<file path="src/rtl/cpu_mem_pkg.sv">
// Shared types and helpers for the memory data register and its memory port.
package cpu_mem_pkg;

  // Handshake states of the memory data register
  typedef enum logic [1:0] {
    IDLE    = 2'b00,
    RD_WAIT = 2'b01,
    WR_WAIT = 2'b10
  } mdr_state_t;

  // Access size encodings as presented on the size input
  localparam logic [1:0] SZ_BYTE = 2'b00;
  localparam logic [1:0] SZ_HALF = 2'b01;
  localparam logic [1:0] SZ_WORD = 2'b10;
  localparam logic [1:0] SZ_FULL = 2'b11;

  // Returns whether byte lane 'lane' is enabled for an access of the given
  // size at byte offset 'offset' on a bus that is 'nbytes' lanes wide.
  // The offset is aligned down to the access size, so misaligned low bits
  // are simply dropped.
  function automatic logic lane_enable(input logic [1:0] size,
                                       input int offset,
                                       input int lane,
                                       input int nbytes);
    int span;
    int base;
    case (size)
      SZ_BYTE: span = 1;
      SZ_HALF: span = 2;
      SZ_WORD: span = 4;
      default: span = nbytes;
    endcase
    base = offset & ~(span - 1);
    return (lane >= base) && (lane < base + span);
  endfunction

endpackage

</file>
<file path="src/rtl/mdr_load_fmt.sv">
// Read-data formatter: picks the addressed lane of the memory word, moves it
// down to bit 0 and fills the upper bits with zeros or the lane's sign bit.
module mdr_load_fmt
  import cpu_mem_pkg::*;
#(
  parameter int DATA_WIDTH = 32,
  parameter int LANE_W     = $clog2(DATA_WIDTH / 8)
) (
  input  logic [DATA_WIDTH-1:0] rdata,
  input  logic [1:0]            size,
  input  logic                  sign_ext,
  input  logic [LANE_W-1:0]     addr_lo,
  output logic [DATA_WIDTH-1:0] fmt_data
);

  logic [LANE_W-1:0]     aligned;
  logic [DATA_WIDTH-1:0] shifted;
  logic                  fill;

  // Align the offset, shift the lane down, then build the extended result
  always_comb begin
    aligned  = addr_lo;
    shifted  = '0;
    fill     = 1'b0;
    fmt_data = rdata;
    case (size)
      SZ_HALF: aligned[0]   = 1'b0;
      SZ_WORD: aligned[1:0] = 2'b00;
      default: aligned      = addr_lo;
    endcase
    shifted = rdata >> {aligned, 3'b000};
    case (size)
      SZ_BYTE: begin
        fill          = sign_ext & shifted[7];
        fmt_data      = {DATA_WIDTH{fill}};
        fmt_data[7:0] = shifted[7:0];
      end
      SZ_HALF: begin
        fill           = sign_ext & shifted[15];
        fmt_data       = {DATA_WIDTH{fill}};
        fmt_data[15:0] = shifted[15:0];
      end
      SZ_WORD: begin
        fill           = sign_ext & shifted[31];
        fmt_data       = {DATA_WIDTH{fill}};
        fmt_data[31:0] = shifted[31:0];
      end
      default: fmt_data = rdata;
    endcase
  end

endmodule

</file>
<file path="src/rtl/mdr_bus_if.sv">
// Memory data register with direct bus load plus a request/acknowledge
// memory port, per-access byte enables, lane steering and an ack timeout.
module mdr_bus_if
  import cpu_mem_pkg::*;
#(
  parameter int DATA_WIDTH = 32,
  parameter int TIMEOUT    = 15,
  parameter int LANE_W     = $clog2(DATA_WIDTH / 8)
) (
  input  logic                    clock,
  input  logic                    clear,
  input  logic                    MDRin,
  input  logic                    Read,
  input  logic                    Write,
  input  logic [1:0]              size,
  input  logic                    sign_ext,
  input  logic [LANE_W-1:0]       addr_lo,
  input  logic [DATA_WIDTH-1:0]   BusMuxOut,
  input  logic [DATA_WIDTH-1:0]   Mdatain,
  input  logic                    mem_ack,
  output logic                    mem_rd_req,
  output logic                    mem_wr_req,
  output logic [DATA_WIDTH/8-1:0] mem_be,
  output logic [DATA_WIDTH-1:0]   Mdataout,
  output logic [DATA_WIDTH-1:0]   BusMuxIn,
  output logic                    busy,
  output logic                    done,
  output logic                    timeout
);

  localparam int NB    = DATA_WIDTH / 8;
  localparam int CNT_W = $clog2(TIMEOUT + 1);

  mdr_state_t            state;
  logic [DATA_WIDTH-1:0] mdr_reg;
  logic [CNT_W-1:0]      wait_cnt;
  logic [1:0]            lat_size;
  logic                  lat_sign;
  logic [LANE_W-1:0]     lat_addr;
  logic [NB-1:0]         access_be;
  logic [DATA_WIDTH-1:0] wr_data;
  logic [DATA_WIDTH-1:0] fmt_data;

  assign BusMuxIn = mdr_reg;

  // Read data is formatted with the fields latched when the read started
  mdr_load_fmt #(
    .DATA_WIDTH(DATA_WIDTH),
    .LANE_W    (LANE_W)
  ) u_fmt (
    .rdata   (Mdatain),
    .size    (lat_size),
    .sign_ext(lat_sign),
    .addr_lo (lat_addr),
    .fmt_data(fmt_data)
  );

  // Byte enables for the access being requested this cycle
  always_comb begin
    access_be = '0;
    for (int i = 0; i < NB; i++) begin
      access_be[i] = lane_enable(size, int'(addr_lo), i, NB);
    end
  end

  // Write data: low bits of the register replicated across every lane
  always_comb begin
    wr_data = mdr_reg;
    case (size)
      SZ_BYTE: wr_data = {NB{mdr_reg[7:0]}};
      SZ_HALF: wr_data = {(DATA_WIDTH / 16){mdr_reg[15:0]}};
      SZ_WORD: wr_data = {(DATA_WIDTH / 32){mdr_reg[31:0]}};
      default: wr_data = mdr_reg;
    endcase
  end

  // Handshake FSM; every output is registered and an ack beats the timeout
  always_ff @(posedge clock) begin
    if (clear) begin
      state      <= IDLE;
      mdr_reg    <= '0;
      wait_cnt   <= '0;
      lat_size   <= SZ_BYTE;
      lat_sign   <= 1'b0;
      lat_addr   <= '0;
      mem_rd_req <= 1'b0;
      mem_wr_req <= 1'b0;
      mem_be     <= '0;
      Mdataout   <= '0;
      busy       <= 1'b0;
      done       <= 1'b0;
      timeout    <= 1'b0;
    end else begin
      done <= 1'b0;
      case (state)
        IDLE: begin
          if (Read) begin
            lat_size   <= size;
            lat_sign   <= sign_ext;
            lat_addr   <= addr_lo;
            wait_cnt   <= '0;
            timeout    <= 1'b0;
            mem_rd_req <= 1'b1;
            mem_be     <= access_be;
            busy       <= 1'b1;
            state      <= RD_WAIT;
          end else if (Write) begin
            lat_size   <= size;
            lat_sign   <= sign_ext;
            lat_addr   <= addr_lo;
            wait_cnt   <= '0;
            timeout    <= 1'b0;
            mem_wr_req <= 1'b1;
            mem_be     <= access_be;
            Mdataout   <= wr_data;
            busy       <= 1'b1;
            state      <= WR_WAIT;
          end else if (MDRin) begin
            mdr_reg <= BusMuxOut;
          end
        end
        RD_WAIT, WR_WAIT: begin
          if (mem_ack || (wait_cnt == CNT_W'(TIMEOUT - 1))) begin
            if (mem_ack && (state == RD_WAIT)) begin
              mdr_reg <= fmt_data;
            end
            if (!mem_ack) begin
              timeout <= 1'b1;
            end
            mem_rd_req <= 1'b0;
            mem_wr_req <= 1'b0;
            mem_be     <= '0;
            busy       <= 1'b0;
            done       <= 1'b1;
            state      <= IDLE;
          end else begin
            wait_cnt <= wait_cnt + 1'b1;
          end
        end
        default: begin
          mem_rd_req <= 1'b0;
          mem_wr_req <= 1'b0;
          mem_be     <= '0;
          busy       <= 1'b0;
          state      <= IDLE;
        end
      endcase
    end
  end

endmodule
</file>
<file path="config.mk">
export PLATFORM = sky130hd
export DESIGN_NAME = mdr_bus_if
export DESIGN_NICKNAME = d
export VERILOG_FILES = /design/src/rtl/cpu_mem_pkg.sv /design/src/rtl/mdr_load_fmt.sv /design/src/rtl/mdr_bus_if.sv
export SDC_FILE = /design/constraint.sdc
export NUM_CORES = 1
export LEC_CHECK = 0
export CAP_MARGIN = 30
export CORE_ASPECT_RATIO = 0.8
export CORE_UTILIZATION = 55
export DETAILED_ROUTE_END_ITERATION = 12
export DONT_BUFFER_PORTS = 1
export HOLD_SLACK_MARGIN = 0.12
export PLACE_DENSITY = 0.7
export SYNTH_ARGS = -nofsm -noshare
export SYNTH_HDL_FRONTEND = slang
export SYNTH_HIERARCHICAL = 1
export SYNTH_SLANG_ARGS = --single-unit
</file>
<file path="constraint.sdc">
create_clock -name clock -period 2.6 [get_ports clock]
set_clock_uncertainty 0.05 [all_clocks]
set_input_delay 0.13 -clock clock [delete_from_list [all_inputs] [get_ports clock]]
set_output_delay 0.13 -clock clock [all_outputs]
set_load 0.05 [all_outputs]
</file>
### Word-level counts from Yosys, hierarchy flattened

Cells that the tools add are included.

* add/subtract/negate cells: 3
* order comparisons: 8
* equality and inequality tests: 16
* shift operators: 1
* mux-type cells: 43
* bitwise logic cells: 6
* reduce and logical (&&, ||, !) cells: 22

Operators with widths (count)
* 32-bit 2-to-1 mux: 5
* 32-bit case mux with 2 select lines: 2
* 32-bit case mux with 3 select lines: 1
* 3-bit by 32-bit >= comparator with 1-bit output, first input constant: 2
* 3-bit by 32-bit less-than comparator with 1-bit output, first input constant: 2
* 32-bit adder: 1
* 3-bit by 32-bit bitwise AND with 32-bit output: 1
* 1-bit by 32-bit >= comparator with 1-bit output, first input constant: 1
* 2-bit by 32-bit >= comparator with 1-bit output, first input constant: 1
* 1-bit by 32-bit less-than comparator with 1-bit output, first input constant: 1
* 2-bit by 32-bit less-than comparator with 1-bit output, first input constant: 1
* 32-bit inverter: 1
* 32-bit by 5-bit right shift with 32-bit output: 1
* 32-bit by 2-bit subtractor with 32-bit output, second input constant: 1
* 4-bit 2-to-1 mux: 6
* 2-bit != test, second input constant: 9
* 4-bit case mux with 2 select lines: 2
* 1-bit 2-to-1 mux: 14
* 2-bit 2-to-1 mux: 7
* 3-bit AND reduction: 3
* 1-bit case mux with 2 select lines: 4
* 2-bit by 1-bit equality test with 1-bit output, second input constant: 3
* 2-bit zero test: 3
* 3-bit case mux with 2 select lines: 1
* 14 further kinds: 26

* bits in registers: 84

### Depth between registers and ports, before layout

* word-level depth: 11
* mapped depth: 11
* mapped depth without buffers: 9

### Modules after synthesis

Netlist, hierarchy kept.

By module, submodules not included
* mdr_bus_if: instances 1, cells an instance 441, area an instance 3963.8 µm²
* mdr_load_fmt: instances 1, cells an instance 165, area an instance 1026.0 µm²

### Least setup slack after synthesis

Ideal clock, no wire load.

* path kind: flip-flop to flip-flop
* start: register lat_size[0]
* end: register mdr_reg[29], in the netlist BusMuxIn[29]
* setup time: 0.134 ns
* arrival: 2.444 ns
* setup slack: -0.029 ns
* stages on the path, launching flop included: 12
* path buffers: 2
* period minus slack after synthesis: 2.629 ns
* cell sequence: dfxtp_1 -> inv_1 -> ha_1 -> nor2b_1 -> buf_2 -> mux4_2 -> and3_4 -> a211oi_4 -> buf_6 -> o2bb2ai_1 -> mux2i_1 -> a211oi_2

* longest elaborated chain between the ends: 9
* elaborated cells on any way between the ends: 13

RTL lines
* start: declaration: line mdr_bus_if.sv:37 `logic [1:0] lat_size;`
* start signal: assignment: line mdr_bus_if.sv:98 `lat_size <= size;`
* start signal: assignment: line mdr_bus_if.sv:108 `lat_size <= size;`
* 2-bit by 1-bit equality test with 1-bit output / 2-bit equality test (equally long branches): line mdr_load_fmt.sv:26, mdr_load_fmt.sv:32
* 2-bit OR reduction (no source line)
* 1-bit 2-to-1 mux: line mdr_load_fmt.sv:26 `case (size)`
* 32-bit by 5-bit right shift with 32-bit output: line mdr_load_fmt.sv:31 `shifted = rdata >> {aligned, 3'b000};`
* 1-bit bitwise AND (on tied branches): line mdr_load_fmt.sv:39, mdr_load_fmt.sv:34
* 32-bit case mux with 3 select lines (*): line mdr_load_fmt.sv:32 `case (size)`
* net fmt_data[29]: line mdr_bus_if.sv:42 `logic [DATA_WIDTH-1:0] fmt_data;`
* 32-bit 2-to-1 mux (*): line mdr_bus_if.sv:124 `if (mem_ack && (state == RD_WAIT)) begin`
* 32-bit 2-to-1 mux (*): line mdr_bus_if.sv:123 `if (mem_ack || (wait_cnt == CNT_W'(TIMEOUT - 1))) begin`
* 32-bit case mux with 2 select lines (*): line mdr_bus_if.sv:95 `case (state)`
* end signal: assignment: line mdr_bus_if.sv:119 `mdr_reg <= BusMuxOut;`
* end signal: assignment: line mdr_bus_if.sv:125 `mdr_reg <= fmt_data;`
* end: declaration: line mdr_bus_if.sv:35 `logic [DATA_WIDTH-1:0] mdr_reg;`

Mark *: on every way through the listed nets, which the timed path passes. The rest lies on a longest branch. The select of a mux whose other input is x is not followed.
A chain may end at the register's enable or synchronous reset.

### Worst setup path after layout

* start: register lat_size[0]
* end: register mdr_reg[18], in the netlist BusMuxIn[18]

The elaborated chain is that of the path after synthesis.

==> results.sh <==
export IMPL_fill_cells=725
export IMPL_ctsLongestPathBuffers=2
export IMPL_num_io_pins=148
export IMPL_clock_latency_ns=0.34
export IMPL_synth_cells=606
export IMPL_post_drt_via_cell_ratio=6.186
export IMPL_clkSinkCount=84
export IMPL_cts_root_buffer="clkbuf_16"
export IMPL_io_buffers=0
export IMPL_initial_core_util=0.5780
export IMPL_dp_hpwl_mm=10.23
export IMPL_antenna_found_initial=0
export IMPL_num_antenna_cells=0
export IMPL_setup_viol=0
export IMPL_fin_ws_ns=0.03472
export IMPL_status="finished clean"
export IMPL_p_leak_uw=0.002284
export IMPL_finalInstanceArea_mm2=0.005924
export IMPL_pwr_share_clk=0.295
export IMPL_maxSlewHeadroom=0.5479
export IMPL_synthesis_nets=692
export IMPL_routed_wl_mm=15.04
export IMPL_overflow=0
export IMPL_power_switching_uw=1762
export IMPL_area_growth_pct=18.73
export IMPL_die_y_um=87.20
export IMPL_ys_ff_latch=84
export IMPL_crit_path_max_fanout=8
export IMPL_dieArea_mm2=0.009460
export IMPL_power_total_uw=4490
export IMPL_drt_first_pass_iters=4
export IMPL_first_global_vias=4618
export IMPL_grt_first_pass_wirelength_mm=23.16
export IMPL_p_per_area_mw_per_mm2=757.9
export IMPL_worstSetupPathType="flip-flop to flip-flop"
export IMPL_ant_nets=0
export IMPL_drv_cap=0
export IMPL_place_inst=687
export IMPL_cp_arrival_ns=2.73
export IMPL_synth_cell_types=46
export IMPL_ys_seq_area_frac=0.3370
export IMPL_grt_max_degree=84
export IMPL_yosysWarnings=6
export IMPL_syn_area_per_cell_um2=8.234
export IMPL_routabilityCongestion=0.9591
export IMPL_power_frac_comb=0.282
export IMPL_regArea_mm2=0.001683
export IMPL_cts_made_buffers=9
export IMPL_worstMarginPinSlew_ns=0.6710
export IMPL_ir_drop_uv=486.0
export IMPL_grt_use_total=0.3185
export IMPL_final_layout_size_suffix_gt1_frac=0.1250
export IMPL_drv_slew=0
export IMPL_htree_levels=3
export IMPL_cp_end_kind="flip-flop"
export IMPL_period_needed_ns=2.565
export IMPL_die_x_um=108.5
export IMPL_clock_fmax_mhz=389.8
export IMPL_rrSetupSlack_ns=0.03
export IMPL_post_drt_wl_per_cell_um=19.99
export IMPL_core_area_mm2=0.008633
export IMPL_seqPwrFrac=0.423
export IMPL_dp_slack_ns=0.06834
export IMPL_vias=4652
export IMPL_worstPathRequired_ns=2.76
export IMPL_num_rows=30
export IMPL_hold_path_class="primary input to flip-flop"
export IMPL_postPlaceCellArea_mm2=0.005067
export IMPL_min_period_over_period=0.9866
export IMPL_worstSetupStartpointType="flip-flop"
export IMPL_multiInputGateArea_mm2=0.002980
export IMPL_synth_cell_area_mm2=0.004990
export IMPL_swShare=0.3924
export IMPL_cts_tree="yes"
export IMPL_final_hold_violation_count=0
export IMPL_route_detailed_drc=0
export IMPL_fin_cells=752
export IMPL_first_iter_violations=425
export IMPL_nets=721
export IMPL_p_int_uw=2728
export IMPL_fin_setup_tns_ns=0
export IMPL_clk_pin_slew_ns=0.06
[per-layer routing]
layer  GRT usage  wire (µm)  up-vias
met5           0          0        -
met4      0.1425        566        0
met3     0.09948       1297       39
met2      0.5386       7287      202
met1      0.3701       5885     2182
li1            -          -     2229
[final timing paths]
kind | start | to | depth (start not counted)
max | lat_size[0]$_SDFFE_PP0P_ | BusMuxIn[18]$_SDFFE_PP0P_ | 10
min | Mdatain[31] | BusMuxIn[31]$_SDFFE_PP0P_ | 3
max reg2reg | lat_size[0]$_SDFFE_PP0P_ | BusMuxIn[18]$_SDFFE_PP0P_ | 10
min reg2reg | lat_addr[1]$_SDFFE_PP0P_ | lat_addr[1]$_SDFFE_PP0P_ | 2
[critical path: stages, from the launching register on]
cell and delay (ns):
dfxtp_2 0.33, inv_2 0.05, ha_4 0.24, nor2b_4 0.13, mux4_2 0.53, and3_4 0.21
a211oi_4 0.34, clkbuf_16 0.22, a21oi_1 0.07, mux2i_1 0.17, a211oi_1 0.09
[synth_stat cells (all sizes together)]
| cell | number | area share |
|---|---|---|
| mux2i | 55 | 0.11 |
| buf | 32 | 0.041 |
| a32o | 7 | 0.014 |
| ha | 11 | 0.028 |
| or2b | 1 | 0.0015 |
| nor2 | 35 | 0.026 |
| o21ai | 10 | 0.010 |
| or2 | 2 | 0.0025 |
| xnor2 | 1 | 0.0018 |
| mux4 | 1 | 0.0045 |
| inv | 10 | 0.0075 |
| a211oi | 59 | 0.10 |
| clkbuf | 29 | 0.022 |
| and2b | 1 | 0.0015 |
| a21o | 1 | 0.0015 |
| o2bb2ai | 19 | 0.033 |
| a21oi | 89 | 0.089 |
| o21a | 1 | 0.0015 |
| or3 | 3 | 0.0038 |
| nor3b | 1 | 0.0015 |
| o32a | 1 | 0.0020 |
| or3b | 1 | 0.0018 |
| nand2 | 93 | 0.070 |
| and4b | 1 | 0.0020 |
| o31ai | 1 | 0.0015 |
| mux2 | 8 | 0.018 |
| a311o | 1 | 0.0020 |
| nand2b | 3 | 0.0038 |
| nor3 | 4 | 0.0040 |
| and3 | 3 | 0.0048 |
| a22o | 1 | 0.0018 |
| a22oi | 1 | 0.0015 |
| a31oi | 4 | 0.0050 |
| and2 | 3 | 0.0038 |
| nand3 | 9 | 0.0090 |
| nand4 | 1 | 0.0013 |
| xor2 | 1 | 0.0018 |
| dfxtp | 84 | 0.34 |
| nor2b | 18 | 0.023 |
[layout make-up]
class	count	area share
clock inverter	6	0.01204
multi-input combinational	451	0.5031
tap	112	0.02365
timing repair buffer	79	0.1305
clock buffer	10	0.04034
sequential	84	0.2841
inverter	10	0.006336
[metrics by stage]
| step | hold slack, ns | utilization |
|---|---|---|
| 3_3_place_gp | 0.1564 | 0.5870 |
| 2_1_floorplan | 0.2160 | - |
| 6_report | 0.1124 | 0.6862 |
| 4_1_cts | 0.1213 | 0.6794 |
| 3_5_place_dp | 0.1575 | 0.5870 |
| 5_1_grt | 0.1304 | 0.6862 |
[what timing repair did]
| action | 4_1_cts | 5_1_grt |
|---|---|---|
| buffers inserted | 0 | 1 |
| hold endpoints to repair | 84 | 0 |
| gates resized for setup | 0 | 8 |
| hold buffers | 47 | 0 |
| endpoints found under the setup margin | 0 | 20 |
[cell families after synthesis]
family | after synthesis | share of synthesized area
DFF | 84 | 0.3370
adders and majority gates | 11 | 0.02758
AOI/OAI and AO/OA | 195 | 0.2683
xor gates and xnor gates | 2 | 0.003511
and+or+nand+nor | 179 | 0.1600
buffers and inverters | 71 | 0.07071
muxes | 64 | 0.1329
[power by group through the flow]
stage	combinational (µW)	sequential [µW]	clock, µW
after CTS	1220	1900	1340
after floorplan	914	1920	0
final	1270	1900	1320
after global routing	1370	1920	1390
after global placement	1090	1930	0
after detailed placement	1120	1930	0
[placed cells by master (no fill, tap or decap), types with 9 or more instances in the layout]
cell,synthesis,layout
a211oi_1,46,46
dlygate4sd3_1,0,45
nor2b_1,18,17
dfxtp_1,84,83
nand3_1,9,9
clkbuf_16,0,10
ha_1,11,9
o2bb2ai_1,19,19
nor2_1,35,34
a211oi_2,11,11
a21oi_1,89,89
mux2i_1,55,55
nand2_1,93,93
o21ai_0,10,10
buf_4,9,29
[registers in the layout (all words and copies together), names as in the netlist]
signal      cells
lat_size        2
lat_sign        1
wait_cnt        4
mem_rd_req      1
timeout         1
busy            1
state           2
BusMuxIn       32
mem_wr_req      1
done            1
mem_be          4
lat_addr        2
Mdataout       32
Power figures use the tool's default switching activity.
